`src/rtl/store_fwd_buf_pkg.sv`:
```
// Shared constants and helpers for the store buffer with store-to-load forwarding.
package store_fwd_buf_pkg;

   localparam logic        CON_ENABLE = 1'b1;
   localparam int unsigned BYTE_W     = 8;
   localparam int unsigned DEPTH_DEF  = 4;
   localparam int unsigned ADDR_W_DEF = 14;
   localparam int unsigned DATA_W_DEF = 32;
   localparam int unsigned LANES_DEF  = DATA_W_DEF / BYTE_W;

   // Slot holding the k-th youngest store (k=0 is the entry at wr_ptr-1).
   function automatic int unsigned age_slot(input int unsigned wr, input int unsigned k,
                                            input int unsigned depth);
      return (wr + depth - 1 - k) & (depth - 1);
   endfunction

endpackage

```
`src/rtl/store_fwd_buf_if.sv`:
```
// Store, load and DRAM-drain signal bundle of the store buffer.
interface store_fwd_buf_if
   import store_fwd_buf_pkg::*;
#(
   parameter int unsigned DEPTH  = DEPTH_DEF,
   parameter int unsigned ADDR_W = ADDR_W_DEF,
   parameter int unsigned DATA_W = DATA_W_DEF
) ();

   logic                       st_valid_i;
   logic [ADDR_W-1:0]          st_adr_i;
   logic [DATA_W-1:0]          st_wd_i;
   logic [DATA_W/8-1:0]        st_be_i;
   logic                       st_ready_o;
   logic                       ld_valid_i;
   logic [ADDR_W-1:0]          ld_adr_i;
   logic [DATA_W-1:0]          ld_rd_i;
   logic [DATA_W-1:0]          ld_rd_o;
   logic                       ld_fwd_o;
   logic                       dram_busy_i;
   logic                       dram_we_o;
   logic [ADDR_W-1:0]          dram_adr_o;
   logic [DATA_W-1:0]          dram_wd_o;
   logic [DATA_W/8-1:0]        dram_be_o;
   logic [$clog2(DEPTH+1)-1:0] count_o;
   logic                       empty_o;

   modport slave (
      input  st_valid_i, st_adr_i, st_wd_i, st_be_i,
      input  ld_valid_i, ld_adr_i, ld_rd_i, dram_busy_i,
      output st_ready_o, ld_rd_o, ld_fwd_o,
      output dram_we_o, dram_adr_o, dram_wd_o, dram_be_o, count_o, empty_o
   );

   modport master (
      output st_valid_i, st_adr_i, st_wd_i, st_be_i,
      output ld_valid_i, ld_adr_i, ld_rd_i, dram_busy_i,
      input  st_ready_o, ld_rd_o, ld_fwd_o,
      input  dram_we_o, dram_adr_o, dram_wd_o, dram_be_o, count_o, empty_o
   );

endinterface

```
`src/rtl/store_fwd_buf_lane_sel.sv`:
```
// Per-byte-lane age-priority select: same-cycle bypass first, then youngest buffered match.
module sfb_lane_sel
   import store_fwd_buf_pkg::*;
#(
   parameter int unsigned DEPTH = DEPTH_DEF
) (
   input  logic              byp_hit,
   input  logic [BYTE_W-1:0] byp_byte,
   input  logic [DEPTH-1:0]  match,
   input  logic [BYTE_W-1:0] cand [DEPTH],
   input  logic [BYTE_W-1:0] raw_byte,
   output logic [BYTE_W-1:0] lane_byte,
   output logic              hit
);

   // match/cand index 0 is the youngest entry; the first hit wins.
   always_comb begin
      lane_byte = raw_byte;
      hit       = 1'b0;
      if (byp_hit) begin
         lane_byte = byp_byte;
         hit       = 1'b1;
      end
      for (int unsigned k = 0; k < DEPTH; k++) begin
         if (!hit && match[k]) begin
            lane_byte = cand[k];
            hit       = 1'b1;
         end
      end
   end

endmodule

```
`src/rtl/store_fwd_buf.sv`:
```
// Multi-entry store buffer draining to DRAM with byte-lane store-to-load forwarding.
// Optional macro STORE_BYPASS_EN: a store accepted this cycle also forwards to a same-cycle load.
module store_fwd_buf
   import store_fwd_buf_pkg::*;
#(
   parameter int unsigned DEPTH  = DEPTH_DEF,
   parameter int unsigned ADDR_W = ADDR_W_DEF,
   parameter int unsigned DATA_W = DATA_W_DEF
) (
   input  logic            clk_i,
   input  logic            rst_n_i,
   store_fwd_buf_if.slave  bus
);

   localparam int unsigned LN = DATA_W / BYTE_W;
   localparam int unsigned PW = $clog2(DEPTH);
   localparam int unsigned CW = $clog2(DEPTH + 1);

   logic [ADDR_W-1:0] e_adr [DEPTH];
   logic [DATA_W-1:0] e_wd  [DEPTH];
   logic [LN-1:0]     e_be  [DEPTH];
   logic [DEPTH-1:0]  e_vld;
   logic [PW-1:0]     wr_ptr, rd_ptr;
   logic [CW-1:0]     count;

   logic st_ready, push, drain;

   assign st_ready = (count != CW'(DEPTH));
   assign push     = bus.st_valid_i && st_ready && (bus.st_be_i != '0);
   assign drain    = (count != '0) && !bus.dram_busy_i;

   always_ff @(posedge clk_i or negedge rst_n_i) begin
      if (!rst_n_i) begin
         wr_ptr <= '0;
         rd_ptr <= '0;
         count  <= '0;
         e_vld  <= '0;
      end else begin
         if (drain) begin
            e_vld[rd_ptr] <= 1'b0;
            rd_ptr        <= rd_ptr + PW'(1);
         end
         if (push) begin
            e_vld[wr_ptr] <= CON_ENABLE;
            wr_ptr        <= wr_ptr + PW'(1);
         end
         if (push && !drain)
            count <= count + CW'(1);
         else if (drain && !push)
            count <= count - CW'(1);
      end
   end

   always_ff @(posedge clk_i) begin
      if (push) begin
         e_adr[wr_ptr] <= bus.st_adr_i;
         e_wd[wr_ptr]  <= bus.st_wd_i;
         e_be[wr_ptr]  <= bus.st_be_i;
      end
   end

   always_comb begin
      bus.dram_we_o  = drain;
      bus.dram_adr_o = '0;
      bus.dram_wd_o  = '0;
      bus.dram_be_o  = '0;
      if (count != '0) begin
         bus.dram_adr_o = e_adr[rd_ptr];
         bus.dram_wd_o  = e_wd[rd_ptr];
         bus.dram_be_o  = e_be[rd_ptr];
      end
   end

   assign bus.st_ready_o = st_ready;
   assign bus.count_o    = count;
   assign bus.empty_o    = (count == '0);

   logic [PW-1:0]     slot [DEPTH];
   logic [DEPTH-1:0]  lane_match [LN];
   logic [BYTE_W-1:0] lane_cand [LN][DEPTH];
   logic [LN-1:0]     byp_hit;
   logic [LN-1:0]     lane_hit;
   logic [DATA_W-1:0] ld_rd;

   // Re-order entries youngest-first so each lane selector sees age order directly.
   always_comb begin
      for (int unsigned k = 0; k < DEPTH; k++)
         slot[k] = PW'(age_slot(32'(wr_ptr), k, DEPTH));
      for (int unsigned b = 0; b < LN; b++) begin
         lane_match[b] = '0;
         for (int unsigned k = 0; k < DEPTH; k++) begin
            lane_match[b][k] = bus.ld_valid_i && e_vld[slot[k]] &&
                               (e_adr[slot[k]] == bus.ld_adr_i) && e_be[slot[k]][b];
            lane_cand[b][k]  = e_wd[slot[k]][b*BYTE_W +: BYTE_W];
         end
      end
   end

   always_comb begin
      byp_hit = '0;
`ifdef STORE_BYPASS_EN
      for (int unsigned b = 0; b < LN; b++)
         byp_hit[b] = bus.ld_valid_i && bus.st_valid_i && st_ready &&
                      (bus.st_adr_i == bus.ld_adr_i) && bus.st_be_i[b];
`else
      byp_hit = '0;
`endif
   end

   for (genvar b = 0; b < LN; b++) begin : g_lane
      sfb_lane_sel #(.DEPTH(DEPTH)) u_sel (
         .byp_hit   (byp_hit[b]),
         .byp_byte  (bus.st_wd_i[b*BYTE_W +: BYTE_W]),
         .match     (lane_match[b]),
         .cand      (lane_cand[b]),
         .raw_byte  (bus.ld_rd_i[b*BYTE_W +: BYTE_W]),
         .lane_byte (ld_rd[b*BYTE_W +: BYTE_W]),
         .hit       (lane_hit[b])
      );
   end

   assign bus.ld_rd_o  = ld_rd;
   assign bus.ld_fwd_o = |lane_hit;

endmodule

```
`src/flat_wrapper.sv`:
```
// flat-port wrapper written by rule: the top's interface ports become plain ports
module store_fwd_buf_flat import store_fwd_buf_pkg::*;
#(
   parameter int unsigned DEPTH  = DEPTH_DEF,
   parameter int unsigned ADDR_W = ADDR_W_DEF,
   parameter int unsigned DATA_W = DATA_W_DEF
)
  (clk_i, rst_n_i, bus_st_valid_i, bus_st_adr_i, bus_st_wd_i, bus_st_be_i, bus_ld_valid_i, bus_ld_adr_i, bus_ld_rd_i, bus_dram_busy_i, bus_st_ready_o, bus_ld_rd_o, bus_ld_fwd_o, bus_dram_we_o, bus_dram_adr_o, bus_dram_wd_o, bus_dram_be_o, bus_count_o, bus_empty_o);
  store_fwd_buf_if #(.DEPTH(DEPTH), .ADDR_W(ADDR_W), .DATA_W(DATA_W)) bus_i ();
  input  logic clk_i;
  input  logic rst_n_i;
  input wire logic [$bits(bus_i.st_valid_i)-1:0] bus_st_valid_i;
  input wire logic [$bits(bus_i.st_adr_i)-1:0] bus_st_adr_i;
  input wire logic [$bits(bus_i.st_wd_i)-1:0] bus_st_wd_i;
  input wire logic [$bits(bus_i.st_be_i)-1:0] bus_st_be_i;
  input wire logic [$bits(bus_i.ld_valid_i)-1:0] bus_ld_valid_i;
  input wire logic [$bits(bus_i.ld_adr_i)-1:0] bus_ld_adr_i;
  input wire logic [$bits(bus_i.ld_rd_i)-1:0] bus_ld_rd_i;
  input wire logic [$bits(bus_i.dram_busy_i)-1:0] bus_dram_busy_i;
  output wire logic [$bits(bus_i.st_ready_o)-1:0] bus_st_ready_o;
  output wire logic [$bits(bus_i.ld_rd_o)-1:0] bus_ld_rd_o;
  output wire logic [$bits(bus_i.ld_fwd_o)-1:0] bus_ld_fwd_o;
  output wire logic [$bits(bus_i.dram_we_o)-1:0] bus_dram_we_o;
  output wire logic [$bits(bus_i.dram_adr_o)-1:0] bus_dram_adr_o;
  output wire logic [$bits(bus_i.dram_wd_o)-1:0] bus_dram_wd_o;
  output wire logic [$bits(bus_i.dram_be_o)-1:0] bus_dram_be_o;
  output wire logic [$bits(bus_i.count_o)-1:0] bus_count_o;
  output wire logic [$bits(bus_i.empty_o)-1:0] bus_empty_o;
  assign bus_i.st_valid_i = bus_st_valid_i;
  assign bus_i.st_adr_i = bus_st_adr_i;
  assign bus_i.st_wd_i = bus_st_wd_i;
  assign bus_i.st_be_i = bus_st_be_i;
  assign bus_i.ld_valid_i = bus_ld_valid_i;
  assign bus_i.ld_adr_i = bus_ld_adr_i;
  assign bus_i.ld_rd_i = bus_ld_rd_i;
  assign bus_i.dram_busy_i = bus_dram_busy_i;
  assign bus_st_ready_o = bus_i.st_ready_o;
  assign bus_ld_rd_o = bus_i.ld_rd_o;
  assign bus_ld_fwd_o = bus_i.ld_fwd_o;
  assign bus_dram_we_o = bus_i.dram_we_o;
  assign bus_dram_adr_o = bus_i.dram_adr_o;
  assign bus_dram_wd_o = bus_i.dram_wd_o;
  assign bus_dram_be_o = bus_i.dram_be_o;
  assign bus_count_o = bus_i.count_o;
  assign bus_empty_o = bus_i.empty_o;
  store_fwd_buf #(.DEPTH(DEPTH), .ADDR_W(ADDR_W), .DATA_W(DATA_W)) u_core (.clk_i(clk_i), .rst_n_i(rst_n_i), .bus(bus_i));
endmodule
```
`config.mk`:
```
export PLATFORM = sky130hd
export DESIGN_NAME = store_fwd_buf_flat
export DESIGN_NICKNAME = d
export VERILOG_FILES = /design/src/rtl/store_fwd_buf_pkg.sv /design/src/rtl/store_fwd_buf_if.sv /design/src/rtl/store_fwd_buf_lane_sel.sv /design/src/rtl/store_fwd_buf.sv /design/src/flat_wrapper.sv
export SDC_FILE = /design/constraint.sdc
export NUM_CORES = 1
export LEC_CHECK = 0
export CAP_MARGIN = 40
export CORE_ASPECT_RATIO = 0.9
export CORE_MARGIN = 4
export CORE_UTILIZATION = 50
export CTS_CLUSTER_SIZE = 40
export DETAILED_ROUTE_END_ITERATION = 10
export HOLD_SLACK_MARGIN = 0.02
export PLACE_DENSITY = 0.73
export SYNTH_ARGS = -nofsm -noshare
export SYNTH_HDL_FRONTEND = slang
export SYNTH_SLANG_ARGS = --single-unit
```
`constraint.sdc`:
```
create_clock -name clk_i -period 7.7 [get_ports clk_i]
set_clock_uncertainty 0.1 [all_clocks]
set_input_delay 1.925 -clock clk_i [delete_from_list [all_inputs] [get_ports clk_i]]
set_output_delay 1.925 -clock clk_i [all_outputs]
set_load 0.05 [all_outputs]
```
==> results of run 1 <==
==> worst min path at each step <==
stage,startpoint,end,cells past startpoint
finish,u_core.e_vld[1],u_core.e_vld[1],1
global route,u_core.e_vld[1],u_core.e_vld[1],1
global placement,u_core.e_vld[1],u_core.e_vld[1],1
floorplan,u_core.e_vld[1],u_core.e_vld[1],1
detailed placement,u_core.e_vld[1],u_core.e_vld[1],1
CTS,u_core.e_vld[1],u_core.e_vld[1],1
==> cells in the final DEF, fill, tap and decap left out, types with 4 or more instances in the layout <==
| cell | n |
|---|---|
| sky130_fd_sc_hd__nand4_1 | 6 |
| sky130_fd_sc_hd__nand2_1 | 58 |
| sky130_fd_sc_hd__xor2_1 | 7 |
| sky130_fd_sc_hd__ha_1 | 8 |
| sky130_fd_sc_hd__mux4_2 | 123 |
| sky130_fd_sc_hd__o2bb2ai_1 | 8 |
| sky130_fd_sc_hd__a21o_1 | 7 |
| sky130_fd_sc_hd__buf_12 | 34 |
| sky130_fd_sc_hd__or2_2 | 10 |
| sky130_fd_sc_hd__dfrtp_1 | 8 |
| sky130_fd_sc_hd__clkbuf_16 | 25 |
| sky130_fd_sc_hd__mux2_1 | 34 |
| sky130_fd_sc_hd__nor4_4 | 6 |
| sky130_fd_sc_hd__a22oi_1 | 5 |
| sky130_fd_sc_hd__mux2i_2 | 6 |
| sky130_fd_sc_hd__a211oi_1 | 11 |
| sky130_fd_sc_hd__bufinv_16 | 6 |
| sky130_fd_sc_hd__a211oi_2 | 4 |
| sky130_fd_sc_hd__nor3_1 | 7 |
| sky130_fd_sc_hd__a31oi_1 | 12 |
| sky130_fd_sc_hd__edfxtp_1 | 200 |
| sky130_fd_sc_hd__nor2b_1 | 53 |
| sky130_fd_sc_hd__o221ai_2 | 6 |
| sky130_fd_sc_hd__o21ai_0 | 40 |
| sky130_fd_sc_hd__a21oi_1 | 55 |
| sky130_fd_sc_hd__xnor2_1 | 44 |
| sky130_fd_sc_hd__and2_2 | 4 |
| sky130_fd_sc_hd__inv_1 | 19 |
| sky130_fd_sc_hd__mux2_2 | 47 |
| sky130_fd_sc_hd__buf_4 | 34 |
| sky130_fd_sc_hd__mux2i_1 | 161 |
| sky130_fd_sc_hd__o221ai_1 | 5 |
| sky130_fd_sc_hd__nor2_1 | 43 |
| sky130_fd_sc_hd__nand3_1 | 10 |
| sky130_fd_sc_hd__a221oi_1 | 4 |
| sky130_fd_sc_hd__clkdlybuf4s50_1 | 156 |
==> final cells by class <==
cell class / count / share of cell area [%]
Clock inverter: 17 / 1.34
Tap cell: 403 / 2.69
Sequential cell: 211 / 33.6
Timing Repair Buffer: 224 / 13.3
Clock buffer: 25 / 3.34
Multi-Input combinational cell: 837 / 45.3
Inverter: 20 / 0.401
==> state kept, by name (all words and copies together), names as in the netlist <==
signal,flops
u_core.e_vld,4
u_core.rd_ptr,2
u_core.e_adr,56
u_core.bus.count_o,3
u_core.e_be,16
u_core.wr_ptr,2
u_core.e_wd,128
==> report_power, final <==
group,internal (mW),switching [mW]
sequential,1.52,0.259
clock,0.793,0.469
combinational,2.47,3.16
total,4.79,3.89
==> layer usage <==
metal	global-route usage (%)	up-vias	wire, um
li1	-	4907	-
met1	35.9	5511	17800
met2	38.8	449	19700
met3	4.68	75	3450
met4	5.67	4	1020
met5	0	-	21
==> kinds of logic (layout without fill, tap and decap cells) <==
kind of cell,count (synthesis),after routing,share of synthesized area (%)
muxes,372,372,35.1
AOI/OAI and AO/OA,179,179,7.81
xor gates and xnor gates,51,51,2.91
and+or+nand+nor,225,225,8.44
adders and majority gates,10,10,0.864
DFF,211,211,40.9
buffers and inverters,112,286,3.95
==> per-stage QoR <==
| stage | util, % | power (mW) | instances | worst slack, ns | area, um2 |
|---|---|---|---|---|---|
| after floorplan | - | 6.09 | 1160 | 0.126 | 15400 |
| after global placement | 59.3 | 7.36 | 1694 | 0.355 | 17800 |
| after detailed placement | 59.3 | 7.41 | 1695 | 0.348 | 17900 |
| after CTS | 62.2 | 8.70 | 1737 | 0.356 | 18700 |
| after global routing | 62.2 | 9.14 | 1737 | 0.0921 | 18700 |
| final | 62.2 | 8.67 | 1737 | 0.306 | 18700 |
==> results_dict.tcl, run 1 <==
set metrics [dict create \
    status "completed" \
    drt_pass1_iterations 5 \
    areaGrowthSynthToFinish_pct 22.0 \
    routed_wl_um 42000 \
    crit_buf_inv 4 \
    synth-warning-count 0 \
    hpwl_after_detailed_placement_um 29200 \
    timing.critical_path.to_type "output pin" \
    post_synth_most_frequent_cells "200 x sky130_fd_sc_hd__edfxtp_1, 161 x sky130_fd_sc_hd__mux2i_1, 123 x sky130_fd_sc_hd__mux4_2, 58 x sky130_fd_sc_hd__nand2_1, 55 x sky130_fd_sc_hd__a21oi_1" \
    synth.yosys.seq_area_share_pct 40.9 \
    fp.dieArea_mm2 0.0336 \
    track_usage_pct 24.7 \
    grt_first_pass_wirelength_um 64400 \
    clk_pin_slew_worst_paths_ns 0.06 \
    critPathLaunch "bus_ld_adr_i[12]" \
    n_antenna_cell 0 \
    cpLargestDelayFamily "buffers and inverters" \
    maxClockFrequency_mhz 135 \
    clk-insertion-delay-late_ns 0.52 \
    synth-edff-count 200 \
    synth_cells 1160 \
    rsz0062_at_grt "no" \
    worst_r2r_path_depth 6 \
    tritoncts_num_sinks 211 \
    most_instantiated_library_cell_after_synthesis "sky130_fd_sc_hd__edfxtp_1" \
    cpMaxStageDelayCell "sky130_fd_sc_hd__clkdlybuf4s50_1" \
    irDropWorstVdd_mv 0.427 \
    design.core.area_mm2 0.0301 \
    tightest_slew_ns 0.791 \
    num-nets-final 1429 \
    cts.repair.resized 0 \
    cts_buffers 24 \
    multi_input_area_mm2 0.00849 \
    cp.arrival_ns 5.37 \
    timing.rr.start "u_core.wr_ptr[0]" \
    chip_width_um 193 \
    data_required_critical_path_ns 5.68 \
    drive_gt1_share_pct 25.1 \
    cts_hold_repair.buffers 0 \
    setup_viol_count_final 0 \
    cts_max_level 1 \
    num_rows 60 \
    route.antenna.remaining_nets 0 \
    initial_utilization_pct 51.0 \
    die_h_um 174 \
    finalWeightedCongestion 0.996 \
    crit_chain "clkdlybuf4s50_1 -> xnor2_1 -> nor4b_1 -> mux2i_2 -> buf_4 -> nor4_4 -> buf_4 -> mux2_1 -> mux2_1 -> mux2i_1 -> a21oi_1 -> buf_12" \
    pwr_density_cell_mw_per_mm2 463 \
    ys_async_sr_fraction_pct 5.21 \
    holdWs_ns 0.447 \
    grt_start_max_net_pins 140 \
    drc 0 \
    synthDominantCellAreaShare_pct 39.1 \
    register_area_mm2 0.00629 \
    antenna_violations_before_repair 2 \
    mappedNetlistArea_mm2 0.0154 \
    pin_count 190 \
    worstSetupPathDepth 12 \
    drt-vias-per-instance 6.30 \
    vias 10900 \
    cts_root_buffer "sky130_fd_sc_hd__clkbuf_16" \
    timing.final.hold_violations 0 \
    cts_tree "done" \
    io_buffer_count 189 \
    grt_pass1_vias 10800 \
    timing.critical_path.to "bus_ld_rd_o[15]" \
    synth_fp_nets 1271 \
    post-cts-setup-buffer-count 0 \
    postSynthAreaPerCell_um2 13.2 \
    r2r_end "u_core.e_wd[2][30]" \
    postSynthRegisterBits 211 \
    max-slew-margin-rel_pct 46.6 \
    fin_crit_ns 7.39 \
    setup.worst_path.start_class "input port" \
    final.setup.tns_ns 0 \
    detail_route.iter0.violations 1029 \
    wire_per_inst_um 24.2 \
    number_of_filler_instances_in_the_final_layout 2261 \
    path_max_fanout 8 \
    p_leak_nw 6.77 \
    worstSetupPathType "in -> out" \
    post_synth_num_cell_types 73 \
    drv.max_cap_violation_count 0 \
    ctsLongestPathBuffers 3 \
    dominantRegCellSynth "sky130_fd_sc_hd__edfxtp_1" \
    top_cells_by_area_in_the_synthesized_netlist "sky130_fd_sc_hd__edfxtp_1 39%, sky130_fd_sc_hd__mux4_2 18%, sky130_fd_sc_hd__mux2i_1 10%" \
    final_max_slew_viol_count 0 \
    grt.overflow.total 0 \
    synth_top_cell_by_area "sky130_fd_sc_hd__edfxtp_1" \
    min_period_over_period_pct 96.0 \
    critical_path.max_stage_delay_ns 0.77 \
    setup.reg_to_reg.worst_slack_ns 4.25 \
    worstHoldPathType "reg -> reg" \
]
Note: power is estimated with default switching activity, not from simulation.
==> run 2, diff against run 1 <==
--- a/config.mk
+++ b/config.mk
@@ -6,13 +6,15 @@
 export NUM_CORES = 1
 export LEC_CHECK = 0
 export CAP_MARGIN = 40
+export CELL_PAD_IN_SITES_DETAIL_PLACEMENT = 1
+export CELL_PAD_IN_SITES_GLOBAL_PLACEMENT = 2
 export CORE_ASPECT_RATIO = 0.9
 export CORE_MARGIN = 4
-export CORE_UTILIZATION = 50
+export CORE_UTILIZATION = 40
 export CTS_CLUSTER_SIZE = 40
 export DETAILED_ROUTE_END_ITERATION = 10
 export HOLD_SLACK_MARGIN = 0.02
-export PLACE_DENSITY = 0.73
+export PLACE_DENSITY_LB_ADDON = 0.1
 export SYNTH_ARGS = -nofsm -noshare
 export SYNTH_HDL_FRONTEND = slang
 export SYNTH_SLANG_ARGS = --single-unit
==> results_dict.tcl, run 2 (synthesized netlist as in run 1, its figures left out) <==
set metrics [dict create \
    timing.critical_path.to "bus_ld_rd_o[23]" \
    worstHoldPathType "reg -> reg" \
    register_area_mm2 0.00629 \
    cts_root_buffer "sky130_fd_sc_hd__clkbuf_16" \
    tightest_slew_ns 0.877 \
    grt_start_max_net_pins 67 \
    holdWs_ns 0.438 \
    clk-insertion-delay-late_ns 0.54 \
    timing.final.hold_violations 0 \
    drt_pass1_iterations 5 \
    ctsLongestPathBuffers 3 \
    routed_wl_um 46600 \
    timing.rr.start "u_core.wr_ptr[0]" \
    finalWeightedCongestion 0.899 \
    cts_hold_repair.buffers 0 \
    drc 0 \
    number_of_filler_instances_in_the_final_layout 3803 \
    detail_route.iter0.violations 718 \
    min_period_over_period_pct 95.6 \
    io_buffer_count 189 \
    drv.max_cap_violation_count 0 \
    num-nets-final 1437 \
    path_max_fanout 16 \
    mostFrequentLayoutCell "sky130_fd_sc_hd__edfxtp_1" \
    drt-vias-per-instance 5.95 \
    fin_crit_ns 7.36 \
    p_leak_nw 6.76 \
    pin_count 190 \
    grt_pass1_vias 11400 \
    status "completed" \
    vias 10900 \
    wire_per_inst_um 25.5 \
    setup.reg_to_reg.worst_slack_ns 4.08 \
    multi_input_area_mm2 0.00849 \
    tritoncts_num_sinks 211 \
    fp.dieArea_mm2 0.0416 \
    most-common-layout-cells "200 x sky130_fd_sc_hd__edfxtp_1, 161 x sky130_fd_sc_hd__mux2i_1, 156 x sky130_fd_sc_hd__clkdlybuf4s50_1" \
    pwr_density_cell_mw_per_mm2 462 \
    final_max_slew_viol_count 0 \
    design.core.area_mm2 0.0376 \
    cts_buffers 26 \
    antenna_violations_before_repair 3 \
    timing.critical_path.to_type "output pin" \
    final_area_mm2 0.0188 \
    post-cts-setup-buffer-count 0 \
    maxClockFrequency_mhz 136 \
    setup_viol_count_final 0 \
    setup.worst_path.start_class "input port" \
    grt.overflow.total 0 \
    cts.repair.resized 0 \
    hpwl_after_detailed_placement_um 32900 \
    drive_gt1_share_pct 25.4 \
    layout_top_registers "u_core.e_wd (128), u_core.e_adr (56), u_core.e_be (16)" \
    initial_utilization_pct 40.9 \
    grt_first_pass_wirelength_um 72200 \
    irDropWorstVdd_mv 0.399 \
    critPathLaunch "bus_ld_adr_i[12]" \
    die_h_um 194 \
    route.antenna.remaining_nets 0 \
    worstSetupPathType "in -> out" \
    cp.arrival_ns 5.33 \
    fin_cells 1828 \
    track_usage_pct 22.1 \
    num_rows 67 \
    dpl_cell_area_mm2 0.0180 \
    place_inst 1780 \
    r2r_end "u_core.e_wd[2][11]" \
    cts_max_level 1 \
    final.setup.tns_ns 0 \
    chip_width_um 215 \
    cts_tree "done" \
    power_mw 8.70 \
    largest_register_ff_count 128 \
    areaGrowthSynthToFinish_pct 22.7 \
    worst_r2r_path_depth 6 \
    rsz0062_at_grt "no" \
    max-slew-margin-rel_pct 41.6 \
    clk_pin_slew_worst_paths_ns 0.06 \
    top_register "u_core.e_wd" \
    data_required_critical_path_ns 5.68 \
]
[run 2: cell count changes in the layout (fill, tap and decap cells not counted), sizes merged]
cell / delta
clkinvlp: +4
buf: +5
bufinv: -4
clkinv: +1
clkbuf: +7
inv: -3
diode: +1
[run 2: final cells by class]
type	instances	area share [%]
flip-flops and latches	211	33.4
clock buffers	31	3.67
repair buffers	230	13.5
inverters	20	0.405
clock inverters	15	0.751
multi-input cells	837	45.1
diodes	1	0.0133
well taps	483	3.21
[run 2: stage by stage]
step                      setup slack (ns)  util, %
after CTS                            0.400     50.1
after floorplan                      0.126        -
after global routing                 0.134     50.1
after detailed placement             0.413     47.9
final                                0.341     50.1
after global placement               0.429     47.7
[run 2: critical path: stages]
cell and delay (ns):
sky130_fd_sc_hd__clkdlybuf4s50_1 0.65, sky130_fd_sc_hd__xnor2_1 0.40, sky130_fd_sc_hd__nor4_1 0.12, sky130_fd_sc_hd__mux2i_2 0.48, sky130_fd_sc_hd__nor2_1 0.16, sky130_fd_sc_hd__a31oi_1 0.38, sky130_fd_sc_hd__nand4b_2 0.52, sky130_fd_sc_hd__a21oi_1 0.49
sky130_fd_sc_hd__buf_12 0.19
[run 2: worst min-delay path by stage]
stage,start,end,cells past startpoint
floorplan,u_core.e_vld[1],u_core.e_vld[1],1
global placement,u_core.e_vld[1],u_core.e_vld[1],1
detailed placement,u_core.e_vld[3],u_core.e_vld[3],1
CTS,u_core.e_vld[1],u_core.e_vld[1],1
global route,u_core.e_vld[1],u_core.e_vld[1],1
finish,u_core.e_vld[1],u_core.e_vld[1],1
[run 2: power breakdown]
group | total, mW | internal [mW] | switching, mW
clock | 1.18 | 0.706 | 0.475
combinational | 5.76 | 2.49 | 3.28
sequential | 1.75 | 1.52 | 0.229
[run 2: routing by layer]
layer	vias to the layer above	share of wire, %	track usage, %
li1	4930	-	-
met1	5613	48	32.9
met2	282	46	34.8
met3	47	5.2	3.82
met4	4	1.4	3.46
met5	-	0.058	0
